File: config.mk
export PLATFORM = sky130hd
export DESIGN_NAME = rv32i_lsu_ctrl
export DESIGN_NICKNAME = d
export VERILOG_FILES = /design/src/rtl/rv32i_lsu_ctrl.sv
export SDC_FILE = /design/constraint.sdc
export NUM_CORES = 1
export LEC_CHECK = 0
export CORE_MARGIN = 2
export CORE_UTILIZATION = 43
export DETAILED_ROUTE_END_ITERATION = 8
export PLACE_DENSITY = 0.92
export SYNTH_ARGS = -nofsm -noshare
export SYNTH_HDL_FRONTEND = slang
export SYNTH_SLANG_ARGS = --single-unit
File: constraint.sdc
create_clock -name i_clk -period 2.1 [get_ports i_clk]
set_input_delay 0.525 -clock i_clk [delete_from_list [all_inputs] [get_ports i_clk]]
set_output_delay 0.525 -clock i_clk [all_outputs]
set_load 0.01 [all_outputs]
File: src/rtl/rv32i_lsu_ctrl.sv
// Purpose : RV32I load/store controller; decodes bank, checks legality/alignment, drives one bank access.
// Latency : legal request -> bank access 1 cycle after accept, resp_valid 2 cycles after; error -> resp 1 cycle after.
// Backpr. : one request in flight; o_req_ready only in IDLE, requester holds i_req_valid until accepted.
//
// Ports:
//   i_clk, i_rst_n           clock, synchronous active-low reset
//   i_req_*                  CPU request (valid, we, byte addr, funct3, store data)
//   o_req_ready              request acceptance (IDLE and out of reset)
//   o_resp_valid/o_resp_err  one-cycle completion pulse, err qualifies illegal requests
//   o_sel_addr/o_sel_funct3  request address/funct3 held for the load select/sign-extend stage
//   o_ir_cs/o_dr4k_cs/o_dr2k_cs, o_mem_we, o_mem_be, o_mem_waddr, o_mem_wdata
//                            registered bank-side access signals, active for one cycle
module rv32i_lsu_ctrl #(
    parameter int ADDR_W        = 13,
    parameter int IRAM_WRITABLE = 0
) (
    input  logic              i_clk,
    input  logic              i_rst_n,
    input  logic              i_req_valid,
    input  logic              i_req_we,
    input  logic [31:0]       i_req_addr,
    input  logic [2:0]        i_req_funct3,
    input  logic [31:0]       i_req_wdata,
    output logic              o_req_ready,
    output logic              o_resp_valid,
    output logic              o_resp_err,
    output logic [31:0]       o_sel_addr,
    output logic [2:0]        o_sel_funct3,
    output logic              o_ir_cs,
    output logic              o_dr4k_cs,
    output logic              o_dr2k_cs,
    output logic              o_mem_we,
    output logic [3:0]        o_mem_be,
    output logic [ADDR_W-1:0] o_mem_waddr,
    output logic [31:0]       o_mem_wdata
);

    typedef enum logic [1:0] {
        S_IDLE   = 2'd0,
        S_ACCESS = 2'd1,
        S_RESP   = 2'd2
    } state_t;

    // ------------------------------------------------------------------
    // State and registered outputs
    // ------------------------------------------------------------------
    state_t            r_state;
    logic              r_resp_valid;
    logic              r_resp_err;
    logic [31:0]       r_sel_addr;
    logic [2:0]        r_sel_funct3;
    logic              r_ir_cs;
    logic              r_dr4k_cs;
    logic              r_dr2k_cs;
    logic              r_mem_we;
    logic [3:0]        r_mem_be;
    logic [ADDR_W-1:0] r_mem_waddr;
    logic [31:0]       r_mem_wdata;

    // Next-state values produced by the combinational process
    state_t            w_nxt_state;
    logic              w_nxt_resp_valid;
    logic              w_nxt_resp_err;
    logic [31:0]       w_nxt_sel_addr;
    logic [2:0]        w_nxt_sel_funct3;
    logic              w_nxt_ir_cs;
    logic              w_nxt_dr4k_cs;
    logic              w_nxt_dr2k_cs;
    logic              w_nxt_mem_we;
    logic [3:0]        w_nxt_mem_be;
    logic [ADDR_W-1:0] w_nxt_mem_waddr;
    logic [31:0]       w_nxt_mem_wdata;

    // ------------------------------------------------------------------
    // Request decode (pure function of the request inputs)
    // ------------------------------------------------------------------
    logic              w_hit_iram;
    logic              w_hit_dr4k;
    logic              w_hit_dr2k;
    logic              w_unmapped;
    logic              w_funct3_ok;
    logic              w_misaligned;
    logic              w_iram_wr_err;
    logic              w_req_err;
    logic              w_accept;
    logic [3:0]        w_be;
    logic [31:0]       w_wdata;
    logic [ADDR_W-1:0] w_waddr;

    assign w_hit_iram = (i_req_addr[31:15] == 17'h00000);
    assign w_hit_dr4k = (i_req_addr[31:14] == 18'h00002);
    assign w_hit_dr2k = (i_req_addr[31:13] == 19'h00006);
    assign w_unmapped = ~(w_hit_iram | w_hit_dr4k | w_hit_dr2k);

    // Stores only have byte/half/word; loads add the unsigned byte/half forms.
    always_comb begin
        w_funct3_ok = 1'b0;
        if (i_req_we) begin
            case (i_req_funct3)
                3'b000, 3'b001, 3'b010: w_funct3_ok = 1'b1;
                default:                w_funct3_ok = 1'b0;
            endcase
        end else begin
            case (i_req_funct3)
                3'b000, 3'b001, 3'b010, 3'b100, 3'b101: w_funct3_ok = 1'b1;
                default:                                w_funct3_ok = 1'b0;
            endcase
        end
    end

    // funct3[1:0] encodes access size for every legal funct3
    assign w_misaligned = ((i_req_funct3[1:0] == 2'b01) &  i_req_addr[0]) |
                          ((i_req_funct3[1:0] == 2'b10) & (i_req_addr[1:0] != 2'b00));

    assign w_iram_wr_err = i_req_we & w_hit_iram & (IRAM_WRITABLE == 0);

    assign w_req_err = w_unmapped | ~w_funct3_ok | w_misaligned | w_iram_wr_err;

    assign w_accept  = i_req_valid & (r_state == S_IDLE);

    // Byte enables and lane-replicated data; the RAM picks lanes by mem_be.
    always_comb begin
        w_be    = 4'b1111;
        w_wdata = i_req_wdata;
        case (i_req_funct3[1:0])
            2'b00: begin
                w_be    = 4'b0001 << i_req_addr[1:0];
                w_wdata = {4{i_req_wdata[7:0]}};
            end
            2'b01: begin
                w_be    = i_req_addr[1] ? 4'b1100 : 4'b0011;
                w_wdata = {2{i_req_wdata[15:0]}};
            end
            default: begin
                w_be    = 4'b1111;
                w_wdata = i_req_wdata;
            end
        endcase
    end

    // Bank-local word index, zero-extended to the widest bank's index width
    always_comb begin
        w_waddr = '0;
        if (w_hit_iram) begin
            w_waddr = ADDR_W'(i_req_addr[14:2]);
        end else if (w_hit_dr4k) begin
            w_waddr = ADDR_W'(i_req_addr[13:2]);
        end else if (w_hit_dr2k) begin
            w_waddr = ADDR_W'(i_req_addr[12:2]);
        end
    end

    // ------------------------------------------------------------------
    // FSM: next state and next registered outputs
    // ------------------------------------------------------------------
    always_comb begin
        w_nxt_state      = r_state;
        w_nxt_resp_valid = 1'b0;
        w_nxt_resp_err   = 1'b0;
        w_nxt_sel_addr   = r_sel_addr;
        w_nxt_sel_funct3 = r_sel_funct3;
        w_nxt_ir_cs      = 1'b0;
        w_nxt_dr4k_cs    = 1'b0;
        w_nxt_dr2k_cs    = 1'b0;
        w_nxt_mem_we     = 1'b0;
        w_nxt_mem_be     = 4'b0000;
        w_nxt_mem_waddr  = '0;
        w_nxt_mem_wdata  = 32'h0000_0000;

        case (r_state)
            S_IDLE: begin
                if (w_accept) begin
                    w_nxt_sel_addr   = i_req_addr;
                    w_nxt_sel_funct3 = i_req_funct3;
                    if (w_req_err) begin
                        // Illegal requests skip the bank cycle entirely
                        w_nxt_state      = S_RESP;
                        w_nxt_resp_valid = 1'b1;
                        w_nxt_resp_err   = 1'b1;
                    end else begin
                        w_nxt_state     = S_ACCESS;
                        w_nxt_ir_cs     = w_hit_iram;
                        w_nxt_dr4k_cs   = w_hit_dr4k;
                        w_nxt_dr2k_cs   = w_hit_dr2k;
                        w_nxt_mem_waddr = w_waddr;
                        if (i_req_we) begin
                            w_nxt_mem_we    = 1'b1;
                            w_nxt_mem_be    = w_be;
                            w_nxt_mem_wdata = w_wdata;
                        end
                    end
                end
            end
            S_ACCESS: begin
                // Synchronous RAM read data lands during the RESP cycle
                w_nxt_state      = S_RESP;
                w_nxt_resp_valid = 1'b1;
            end
            S_RESP: begin
                w_nxt_state = S_IDLE;
            end
            default: begin
                w_nxt_state = S_IDLE;
            end
        endcase
    end

    always_ff @(posedge i_clk) begin
        if (!i_rst_n) begin
            r_state      <= S_IDLE;
            r_resp_valid <= 1'b0;
            r_resp_err   <= 1'b0;
            r_sel_addr   <= 32'h0000_0000;
            r_sel_funct3 <= 3'b000;
            r_ir_cs      <= 1'b0;
            r_dr4k_cs    <= 1'b0;
            r_dr2k_cs    <= 1'b0;
            r_mem_we     <= 1'b0;
            r_mem_be     <= 4'b0000;
            r_mem_waddr  <= '0;
            r_mem_wdata  <= 32'h0000_0000;
        end else begin
            r_state      <= w_nxt_state;
            r_resp_valid <= w_nxt_resp_valid;
            r_resp_err   <= w_nxt_resp_err;
            r_sel_addr   <= w_nxt_sel_addr;
            r_sel_funct3 <= w_nxt_sel_funct3;
            r_ir_cs      <= w_nxt_ir_cs;
            r_dr4k_cs    <= w_nxt_dr4k_cs;
            r_dr2k_cs    <= w_nxt_dr2k_cs;
            r_mem_we     <= w_nxt_mem_we;
            r_mem_be     <= w_nxt_mem_be;
            r_mem_waddr  <= w_nxt_mem_waddr;
            r_mem_wdata  <= w_nxt_mem_wdata;
        end
    end

    // ------------------------------------------------------------------
    // Outputs
    // ------------------------------------------------------------------
    // Ready is forced low while reset is asserted so nothing is accepted then
    assign o_req_ready  = i_rst_n & (r_state == S_IDLE);
    assign o_resp_valid = r_resp_valid;
    assign o_resp_err   = r_resp_err;
    assign o_sel_addr   = r_sel_addr;
    assign o_sel_funct3 = r_sel_funct3;
    assign o_ir_cs      = r_ir_cs;
    assign o_dr4k_cs    = r_dr4k_cs;
    assign o_dr2k_cs    = r_dr2k_cs;
    assign o_mem_we     = r_mem_we;
    assign o_mem_be     = r_mem_be;
    assign o_mem_waddr  = r_mem_waddr;
    assign o_mem_wdata  = r_mem_wdata;

endmodule

# Word level (Yosys, flattened, before mapping)
# Cells that the tools add are included.
# W data, S select, Z words.
[classes]
eq_ne = 10
reduce_logical = 11
n_lt_le_gt_ge = 0
shifts = 1
mux = 16
n_mul = 0
bitwise = 17
n_addsub = 0
div = 0
[op_table]
columns = ["op", "n"]
rows = [
  ["$pmux W32 S2", 1],
  ["$eq A19 B3 Y1 const B", 1],
  ["$eq A18 B2 Y1 const B", 1],
  ["$logic_not A17 Y1", 1],
  ["$mux W13", 1],
  ["$mux W12", 1],
  ["$mux W11", 1],
  ["$reduce_or A5 Y1", 2],
  ["$pmux W4 S2", 1],
  ["$eq A3 B3 Y1 const B", 2],
  ["$mux W1", 6],
  ["$not A1 Y1", 6],
  ["$or A1 B1 Y1", 6],
  ["$and A1 B1 Y1", 5],
  ["$eq A2 B1 Y1 const B", 2],
  ["$logic_not A2 Y1", 2],
  ["$mux W2", 2],
  ["$mux W4", 1],
  ["$pmux W2 S2", 1],
  ["$reduce_and A2 Y1", 2],
  ["$reduce_or A4 Y1", 1],
  ["$shl A1 B2 Y4 const A", 1],
  ["$eq A3 B1 Y1 const B", 1],
  ["$eq A3 B2 Y1 const B", 1],
  ["other kinds (6)", 6],
]
[totals]
elab_cells = 67
latchBits = 0
ram_bits = 0
n_memories = 0
romBits = 0
reg_bits = 92
out_inout_bits = 91

# Depth between registers and ports, before layout
# Gate-level depths: netlist (run 1).
[depth]
word_depth = 11
mapped_depth = 6
depth_no_buf = 3

# Least setup slack after synthesis (run 1)
# No wires, ideal clock.
[synth_timing]
path_kind = "input-to-reg"
startpoint = "input port i_req_funct3[0]"
endpoint = "register r_resp_valid (netlist: o_resp_valid)"
slack_ns = 0.359
t_arrival_ns = 1.616
path_buffers = 2
path_stages = 5
setup_time_ns = 0.125
path_cell_list = "clkbuf_1 > a221oi_1 > o211ai_1 > buf_6 > o41a_1"
[synth_via]
elab_chain_cells = 11
word_cells_on_any_way = 22
classes_between = "eq/ne (6); mux (6); bitwise (7); reduce/logical (3)"
[synth_lines]
columns = ["item", "line", "source"]
rows = [
  ["start: declaration", "22", "input logic [2:0] i_req_funct3,"],
  ["$eq A3 B1 Y1, or another cell as far along", "99, 104", ""],
  ["$reduce_or A5 Y1 or $reduce_or A3 Y1 (tied branches)", "104, 99", ""],
  ["$mux W1, on equally long branches", "104, 99", ""],
  ["$mux W1", "98", "if (i_req_we) begin"],
  ["$not A1 Y1", "117", "assign w_req_err = w_unmapped | ~w_funct3_ok | w_misaligned | w_iram_wr_err;"],
  ["$or A1 B1 Y1", "117", ""],
  ["$or A1 B1 Y1 (*) (2 in a row)", "117", ""],
  ["$mux W1 (*)", "175", "if (w_req_err) begin"],
  ["$mux W1 (*)", "172", "if (w_accept) begin"],
  ["$pmux W1 S2 (*)", "170", "case (r_state)"],
  ["end signal: assignment", "224", "r_resp_valid <= w_nxt_resp_valid;"],
  ["end: declaration", "48", "logic r_resp_valid;"],
]
# Mark *: on every way between the ends. The rest lies on a longest branch, timed or not.
# A chain may end at the register's enable or synchronous reset.

# Worst setup path in the final report (run 1)
[layout_timing]
startpoint = "input port i_req_addr[29]"
endpoint = "register r_mem_wdata[27] (netlist: o_mem_wdata[27])"
[layout_via]
elab_chain_cells = 8
word_cells_on_any_way = 11
classes_between = "eq/ne (2); bitwise (7); reduce/logical (2)"
[layout_lines]
columns = ["item", "line", "source"]
rows = [
  ["start: declaration", "21", "input logic [31:0] i_req_addr,"],
  ["$eq A18 B2 Y1 or $logic_not A17 Y1 (tied branches)", "91, 90", ""],
  ["$or A1 B1 Y1 (2 in a row)", "93", "assign w_unmapped = ~(w_hit_iram | w_hit_dr4k | w_hit_dr2k);"],
  ["$not A1 Y1", "93", ""],
  ["$or A1 B1 Y1 (2 in a row)", "117", ""],
  ["$or A1 B1 Y1 (*)", "117", ""],
  ["$reduce_or A5 Y1 (no source line) (*)", "-", ""],
  ["end signal: assignment", "234", "r_mem_wdata <= w_nxt_mem_wdata;"],
  ["end: declaration", "58", "logic [31:0] r_mem_wdata;"],
]
# Marks and branches as above.

==> impl_metrics.env, run 1 <==
export IMPL_status="finished, final reports clean"
export IMPL_final_nets=612
export IMPL_synth_seq_cells=92
export IMPL_drt_pre_antenna_iters=4
export IMPL_stdcell_area_um2=5860
export IMPL_post_drt_wl_per_cell_um=16.9
export IMPL_tritoncts="done"
export IMPL_core_box_area_um2=8680
export IMPL_timing_hold_worst_class="register to register"
export IMPL_antenna_left=0
export IMPL_postSynth_asyncResetShare=0
export IMPL_post_synthesis_instance_area_um2=3830
export IMPL_ys_seq_area_frac=0.481
export IMPL_vdd_ir_drop_worst_mv=0.342
export IMPL_avg_vias_per_cell=5.21
export IMPL_drtIter0Drc=127
export IMPL_antenna_diode_count=0
export IMPL_synth_largest_area_cell="sky130_fd_sc_hd__dfxtp_1"
export IMPL_finalSetupViolCount=0
export IMPL_post_cts_setup_buffer_count=0
export IMPL_numCtsBuffers=9
export IMPL_layout_worst_path_cycle_share=0.991
export IMPL_synth_net_count=445
export IMPL_clock_input_transition_at_the_sequential_cells_of_the_worst_setup_and_hold_paths_ps=80
export IMPL_synth_area_leaders="sky130_fd_sc_hd__dfxtp_1 48%, sky130_fd_sc_hd__nor4_2 10%, sky130_fd_sc_hd__nand2_1 9.4%, sky130_fd_sc_hd__a21boi_1 6.9%, sky130_fd_sc_hd__nor4b_2 6.3%"
export IMPL_grt_max_degree=37
export IMPL_cap_violations=0
export IMPL_htree_num_levels=3
export IMPL_detail_route_drc_violations=0
export IMPL_worstSetupPathType="primary input to register"
export IMPL_rsz0062_at_grt="true"
export IMPL_effective_utilization_at_floorplan=0.441
export IMPL_flow_area_growth_from_synthesis_pct=53.1
export IMPL_dp_hpwl_mm=8.13
export IMPL_globalRoute_totalOverflow=0
export IMPL_global_route_usage_total=0.230
export IMPL_ios=162
export IMPL_startpoint_type="primary input"
export IMPL_p_int_w=0.00258
export IMPL_worst_ep_arrival_time_ps=2320
export IMPL_synthDominantCellAreaShare=0.481
export IMPL_maximum_operating_frequency_mhz=481
export IMPL_root_buffer_master="sky130_fd_sc_hd__clkbuf_8"
export IMPL_postPlaceCellArea_um2=5670
export IMPL_pwr_share_clk=0.311
export IMPL_grt_pass1_wl_mm=17.9
export IMPL_gp_routability_congestion=0.789
export IMPL_ys_warn_count=0
export IMPL_critical_path_slowest_cell="sky130_fd_sc_hd__clkdlybuf4s50_1"
export IMPL_power_switching_fraction=0.245
export IMPL_clock_sink_count=92
export IMPL_core_rowCount=34
export IMPL_number_of_instances_in_the_synthesized_netlist=374
export IMPL_layout_filler_cells=687
export IMPL_timing_final_max_slew_violations=0
export IMPL_timing_critical_path_to_type="register"
export IMPL_floorplan_die_height_um=98.3
export IMPL_postSynthAreaPerCell_um2=10.2
export IMPL_cpLargestDelayFamily="buffers and inverters"
export IMPL_die_area_um2=9670
export IMPL_slew_headroom=0.683
export IMPL_chipWidth_um=98.3
export IMPL_path_cells="clkdlybuf4s50_1 -> nor4_2 -> buf_4 -> o211ai_1 -> buf_6 -> nor4b_1"
export IMPL_fin_skew_ps=5.64
export IMPL_critPathMaxStageDelay_ps=450
export IMPL_final_period_minus_worst_setup_slack_ps=2080
export IMPL_power_leakage_nw=2.06
export IMPL_postSynth_topFlopCell="sky130_fd_sc_hd__dfxtp_1"
export IMPL_route_final_wire_length_mm=11.1
export IMPL_netlist_cell_type_count=31
export IMPL_antenna_found_initial=0
export IMPL_final_tns_setup_ps=0
export IMPL_final_hold_violation_count=0
export IMPL_final_layout_size_suffix_gt1_frac=0.193
export IMPL_number_of_global_route_vias_before_repair=3593
export IMPL_routed_via_count=3405
export IMPL_crit_path_max_fanout=27
export IMPL_clock_latency_ps=340
export IMPL_placement_io_buffers=161
export IMPL_net_switching_power_w=0.000837
export IMPL_pwr_dens_nw_per_um2=583
export IMPL_clockBufferDepth=2
export IMPL_worst_pin_slew_ps=473
export IMPL_sequential_power_share=0.529
export IMPL_cp_buffers_inverters=3
export IMPL_number_of_flops_mapped_to_enable_cells_by_yosys=0
export IMPL_worst_ep_required_time_ps=2340
export IMPL_power_share_combinational=0.160
## area by class of cell
type | instances | area (µm²) | area share
Sequential cell | 92 | 1840 | 0.314
Inverter | 2 | 7.51 | 0.00128
Timing Repair Buffer | 191 | 1880 | 0.320
Clock inverter | 2 | 10.0 | 0.00171
Tap cell | 108 | 135 | 0.0231
Clock buffer | 13 | 159 | 0.0271
Multi-Input combinational cell | 245 | 1830 | 0.312
## power by group through the flow
stage,clock network (W),logic (W),registers (W)
global route,0.00116,0.000585,0.00181
detailed placement,0,0.000541,0.00185
finish,0.00106,0.000545,0.00181
global placement,0,0.000528,0.00185
CTS,0.00110,0.000544,0.00181
floorplan,0,0.000205,0.00187
## placed cells by master (no fill, tap or decap), types with 2 or more instances in the layout
master	n
sky130_fd_sc_hd__a21boi_1	35
sky130_fd_sc_hd__inv_1	2
sky130_fd_sc_hd__dfxtp_1	92
sky130_fd_sc_hd__nor4b_1	3
sky130_fd_sc_hd__nor3_1	4
sky130_fd_sc_hd__buf_12	3
sky130_fd_sc_hd__clkbuf_8	11
sky130_fd_sc_hd__nor2_1	2
sky130_fd_sc_hd__nor3b_1	2
sky130_fd_sc_hd__o21ai_0	8
sky130_fd_sc_hd__nand2b_1	3
sky130_fd_sc_hd__nor4b_2	17
sky130_fd_sc_hd__mux2_2	8
sky130_fd_sc_hd__buf_4	26
sky130_fd_sc_hd__o41a_1	2
sky130_fd_sc_hd__nand2_1	96
sky130_fd_sc_hd__nor4_2	33
sky130_fd_sc_hd__a21oi_1	4
sky130_fd_sc_hd__mux2i_1	16
sky130_fd_sc_hd__clkinv_2	2
sky130_fd_sc_hd__clkdlybuf4s50_1	160
sky130_fd_sc_hd__nor4_1	2
sky130_fd_sc_hd__clkbuf_1	2
## cells in the mapped netlist, drive strengths merged (4+ instances only)
| library cell | count |
|---|---|
| o21ai | 8 |
| mux2i | 16 |
| nand2 | 96 |
| buf | 17 |
| a21oi | 4 |
| nor4 | 35 |
| nor4b | 20 |
| a21boi | 35 |
| dfxtp | 92 |
| clkbuf | 18 |
| mux2 | 8 |
| nor3 | 4 |
## per-layer routing
layer / global-route usage / part of all wire
met2: 0.399 / 0.51
met5: 0 / 0
met4: 0.0991 / 0.024
met1: 0.280 / 0.42
met3: 0.0415 / 0.048
## repair_timing
| action | in CTS | in global routing |
|---|---|---|
| resized for setup | 3 | 2 |
| endpoints found under the hold margin | 0 | 0 |
| hold buffers | 0 | 0 |
| setup endpoints to repair | 30 | 16 |
## cell families after synthesis
kind of cell | Yosys count | share of synthesized area
simple gates | 169 | 0.307
mux | 24 | 0.0654
flops | 92 | 0.481
buf+inv | 37 | 0.0497
compound gates | 52 | 0.0968
## path summary, 6_finish.rpt
| path | to | slack, ps | cells after the start | start |
|---|---|---|---|---|
| setup reg to reg | o_mem_wdata[27]$_SDFF_PP0_ | 570 | 4 | r_state[0]$_SDFFE_PN0P_ |
| hold / removal | o_sel_addr[4]$_SDFFE_PN0P_ | 450 | 2 | o_sel_addr[4]$_SDFFE_PN0P_ |
| setup / recovery | o_mem_wdata[27]$_SDFF_PP0_ | 20 | 6 | i_req_addr[29] |
| hold reg to reg | o_sel_addr[4]$_SDFFE_PN0P_ | 450 | 2 | o_sel_addr[4]$_SDFFE_PN0P_ |
## worst min-delay path: cells and delay by family, from the launching register on
kind | cells | cell delay, ps
DFF | 1 | 310
AOI/OAI and AO/OA | 1 | 50
and+or+nand+nor | 1 | 50
## registers in the layout, summed over array words and instances (netlist names)
register / count
o_dr4k_cs: 1
o_ir_cs: 1
o_resp_err: 1
o_sel_addr: 32
r_state: 2
o_sel_funct3: 3
o_dr2k_cs: 1
o_resp_valid: 1
o_mem_we: 1
o_mem_wdata: 32
o_mem_be: 4
o_mem_waddr: 13
## through the flow
| stage | power, W | instances | util | hold slack (ps) | worst slack, ps |
|---|---|---|---|---|---|
| 3_3_place_gp | 0.00237 | 638 | 0.653 | 439 | -306 |
| 5_1_grt | 0.00356 | 653 | 0.675 | 479 | -54.8 |
| 2_1_floorplan | 0.00207 | 374 | - | 479 | 359 |
| 3_5_place_dp | 0.00239 | 638 | 0.653 | 446 | -462 |
| 4_1_cts | 0.00345 | 653 | 0.674 | 457 | 22.7 |
| 6_report | 0.00341 | 653 | 0.675 | 454 | 18.9 |
Power figures use the tool's default switching activity.
==> run 2, diff against run 1 <==
- CTS_CLUSTER_SIZE: default -> 20
==> results of run 2 <==
No change in the layout: final DEF, timing and power equal those of run 1.
==> run 3, diff against run 2 <==
- SKIP_CTS_REPAIR_TIMING: default -> 1
==> run 3 against run 2 <==
  * Final cell count up 1.4%
  * Total power down 0.13%
  * Hold slack about the same
  * Via count up 1.5%
  * Utilization up 1.4 points
  * Clock skew up 1.5 ps
  * Final area up 2.0%
  * Critical path depth unchanged
  * Setup slack better by 58 ps
  * Die area unchanged
  * Routed wire length up 2.2%
  * Largest cell class unchanged
  * Largest power group unchanged
==> impl_metrics.env, run 3 (synthesis results as in run 1) <==
export IMPL_timing_final_max_slew_violations=0
export IMPL_detail_route_drc_violations=0
export IMPL_pwr_share_clk=0.310
export IMPL_fin_cells=662
export IMPL_timing_rr_start="r_state[0]$_SDFFE_PN0P_"
export IMPL_power_switching_fraction=0.244
export IMPL_drt_pre_antenna_iters=4
export IMPL_core_box_area_um2=8680
export IMPL_antenna_left=0
export IMPL_finalSetupViolCount=0
export IMPL_htree_num_levels=3
export IMPL_final_layout_size_suffix_gt1_frac=0.208
export IMPL_globalRoute_totalOverflow=0
export IMPL_startpoint_type="primary input"
export IMPL_worst_ep_arrival_time_ps=2280
export IMPL_postPlaceCellArea_um2=5670
export IMPL_placement_io_buffers=161
export IMPL_p_int_w=0.00258
export IMPL_r2r_worst_path_cells=4
export IMPL_net_switching_power_w=0.000833
export IMPL_antenna_diode_count=0
export IMPL_final_common_cell="sky130_fd_sc_hd__clkdlybuf4s50_1"
export IMPL_sequential_cell_area_um2=1840
export IMPL_crit_path_max_fanout=7
export IMPL_gp_routability_congestion=0.789
export IMPL_routed_via_count=3457
export IMPL_timing_hold_worst_class="register to register"
export IMPL_layout_filler_cells=669
export IMPL_die_area_um2=9670
export IMPL_cp_buffers_inverters=3
export IMPL_power_leakage_nw=2.16
export IMPL_worst_pin_slew_ps=602
export IMPL_cpLargestDelayFamily="buffers and inverters"
export IMPL_critPathMaxStageDelay_ps=480
export IMPL_effective_utilization_at_floorplan=0.441
export IMPL_avg_vias_per_cell=5.22
export IMPL_number_of_global_route_vias_before_repair=3597
export IMPL_critical_path_slowest_cell="sky130_fd_sc_hd__clkdlybuf4s50_1"
export IMPL_rr_endpoint="o_mem_be[2]$_SDFF_PP0_"
export IMPL_cap_violations=0
export IMPL_floorplan_die_height_um=98.3
export IMPL_hold_path_startpoint="o_sel_addr[4]$_SDFFE_PN0P_"
export IMPL_route_final_wire_length_mm=11.3
export IMPL_clock_input_transition_at_the_sequential_cells_of_the_worst_setup_and_hold_paths_ps=80
export IMPL_path_cells="clkdlybuf4s50_1 -> a221oi_1 -> o211ai_1 -> clkbuf_8 -> buf_4 -> nor4_4"
export IMPL_status="finished, final reports clean"
export IMPL_hold_slack_ps=454
export IMPL_clockBufferDepth=2
export IMPL_totalPowerFinal_w=0.00341
export IMPL_numCtsBuffers=9
export IMPL_final_tns_setup_ps=0
export IMPL_drtIter0Drc=119
export IMPL_worstSetupPathType="primary input to register"
export IMPL_tritoncts="done"
export IMPL_timing_critical_path_to_type="register"
export IMPL_stdcell_area_um2=5980
export IMPL_fin_skew_ps=7.15
export IMPL_vdd_ir_drop_worst_mv=0.343
export IMPL_final_cell_mix="155 x sky130_fd_sc_hd__clkdlybuf4s50_1, 96 x sky130_fd_sc_hd__nand2_1, 92 x sky130_fd_sc_hd__dfxtp_1"
export IMPL_clock_latency_ps=340
export IMPL_core_rowCount=34
export IMPL_final_period_minus_worst_setup_slack_ps=2020
export IMPL_maximum_operating_frequency_mhz=494
export IMPL_hold_path_depth=2
export IMPL_power_share_combinational=0.160
export IMPL_final_hold_violation_count=0
export IMPL_post_drt_wl_per_cell_um=17.1
export IMPL_chipWidth_um=98.3
export IMPL_ios=162
export IMPL_placed_cells=638
export IMPL_area_of_the_multi_input_gates_um2=1860
export IMPL_pwr_dens_nw_per_um2=570
export IMPL_root_buffer_master="sky130_fd_sc_hd__clkbuf_8"
export IMPL_slew_headroom=0.597
export IMPL_worst_ep_required_time_ps=2360
export IMPL_flow_area_growth_from_synthesis_pct=56.2
export IMPL_rsz0062_at_grt="true"
export IMPL_layout_worst_path_cycle_share=0.963
export IMPL_whs_endpoint="o_sel_addr[4]$_SDFFE_PN0P_"
export IMPL_final_nets=621
export IMPL_grt_max_degree=37
export IMPL_reg2reg_slack_ps=590
export IMPL_sequential_power_share=0.530
export IMPL_grt_pass1_wl_mm=17.8
export IMPL_clock_sink_count=92
export IMPL_global_route_usage_total=0.229
export IMPL_dp_hpwl_mm=8.13
export IMPL_antenna_found_initial=0
[run 3: changes by cell type in the layout (fill, tap and decap cells not counted), sizes merged]
cell           change
clkdlybuf4s50      -5
dlymetal6s2s       +6
buf                +7
clkbuf             +2
dlygate4sd2        -1
[run 3: power by group through the flow]
stage               clock network (W)  logic (W)  registers (W)
finish                        0.00106   0.000546        0.00181
floorplan                           0   0.000205        0.00187
global placement                    0   0.000528        0.00185
CTS                           0.00110   0.000544        0.00181
global route                  0.00117   0.000586        0.00181
detailed placement                  0   0.000541        0.00185
[run 3: layout make-up]
class	instances	share of cell area
Clock buffer	13	0.0266
Clock inverter	2	0.00167
Inverter	2	0.00126
Multi-Input combinational cell	245	0.311
Sequential cell	92	0.308
Tap cell	108	0.0226
Timing Repair Buffer	200	0.328
[run 3: metal layers]
layer,track usage,vias up,share of wire
met5,0,-,0
met3,0.0437,16,0.051
met1,0.279,1655,0.42
li1,-,1664,-
met2,0.394,122,0.51
met4,0.100,0,0.022
[run 3: worst min-delay path: stages, from the launching register on]
cell                       delay (ps)
sky130_fd_sc_hd__dfxtp_1          310
sky130_fd_sc_hd__nand2_1           50
sky130_fd_sc_hd__a21boi_1          50
[run 3: worst max path at each step]
stage | from | to | slack, ps | cells after the start
floorplan | i_req_funct3[0] | o_resp_valid$_SDFF_PN0_ | 360 | 5
global placement | i_req_addr[30] | o_mem_wdata[24]$_SDFF_PP0_ | -310 | 6
detailed placement | i_req_addr[29] | o_mem_wdata[24]$_SDFF_PP0_ | -460 | 6
CTS | i_rst_n | o_req_ready | -170 | 3
global route | i_req_addr[0] | o_mem_wdata[5]$_SDFF_PP0_ | -10 | 6
finish | i_req_addr[0] | o_mem_wdata[21]$_SDFF_PP0_ | 80 | 6
[run 3: metrics by stage]
stage | setup WS (ps) | utilization
after floorplan | 359 | -
after global placement | -306 | 0.653
after detailed placement | -462 | 0.653
after CTS | -169 | 0.673
after global routing | -11.8 | 0.689
final | 76.8 | 0.689
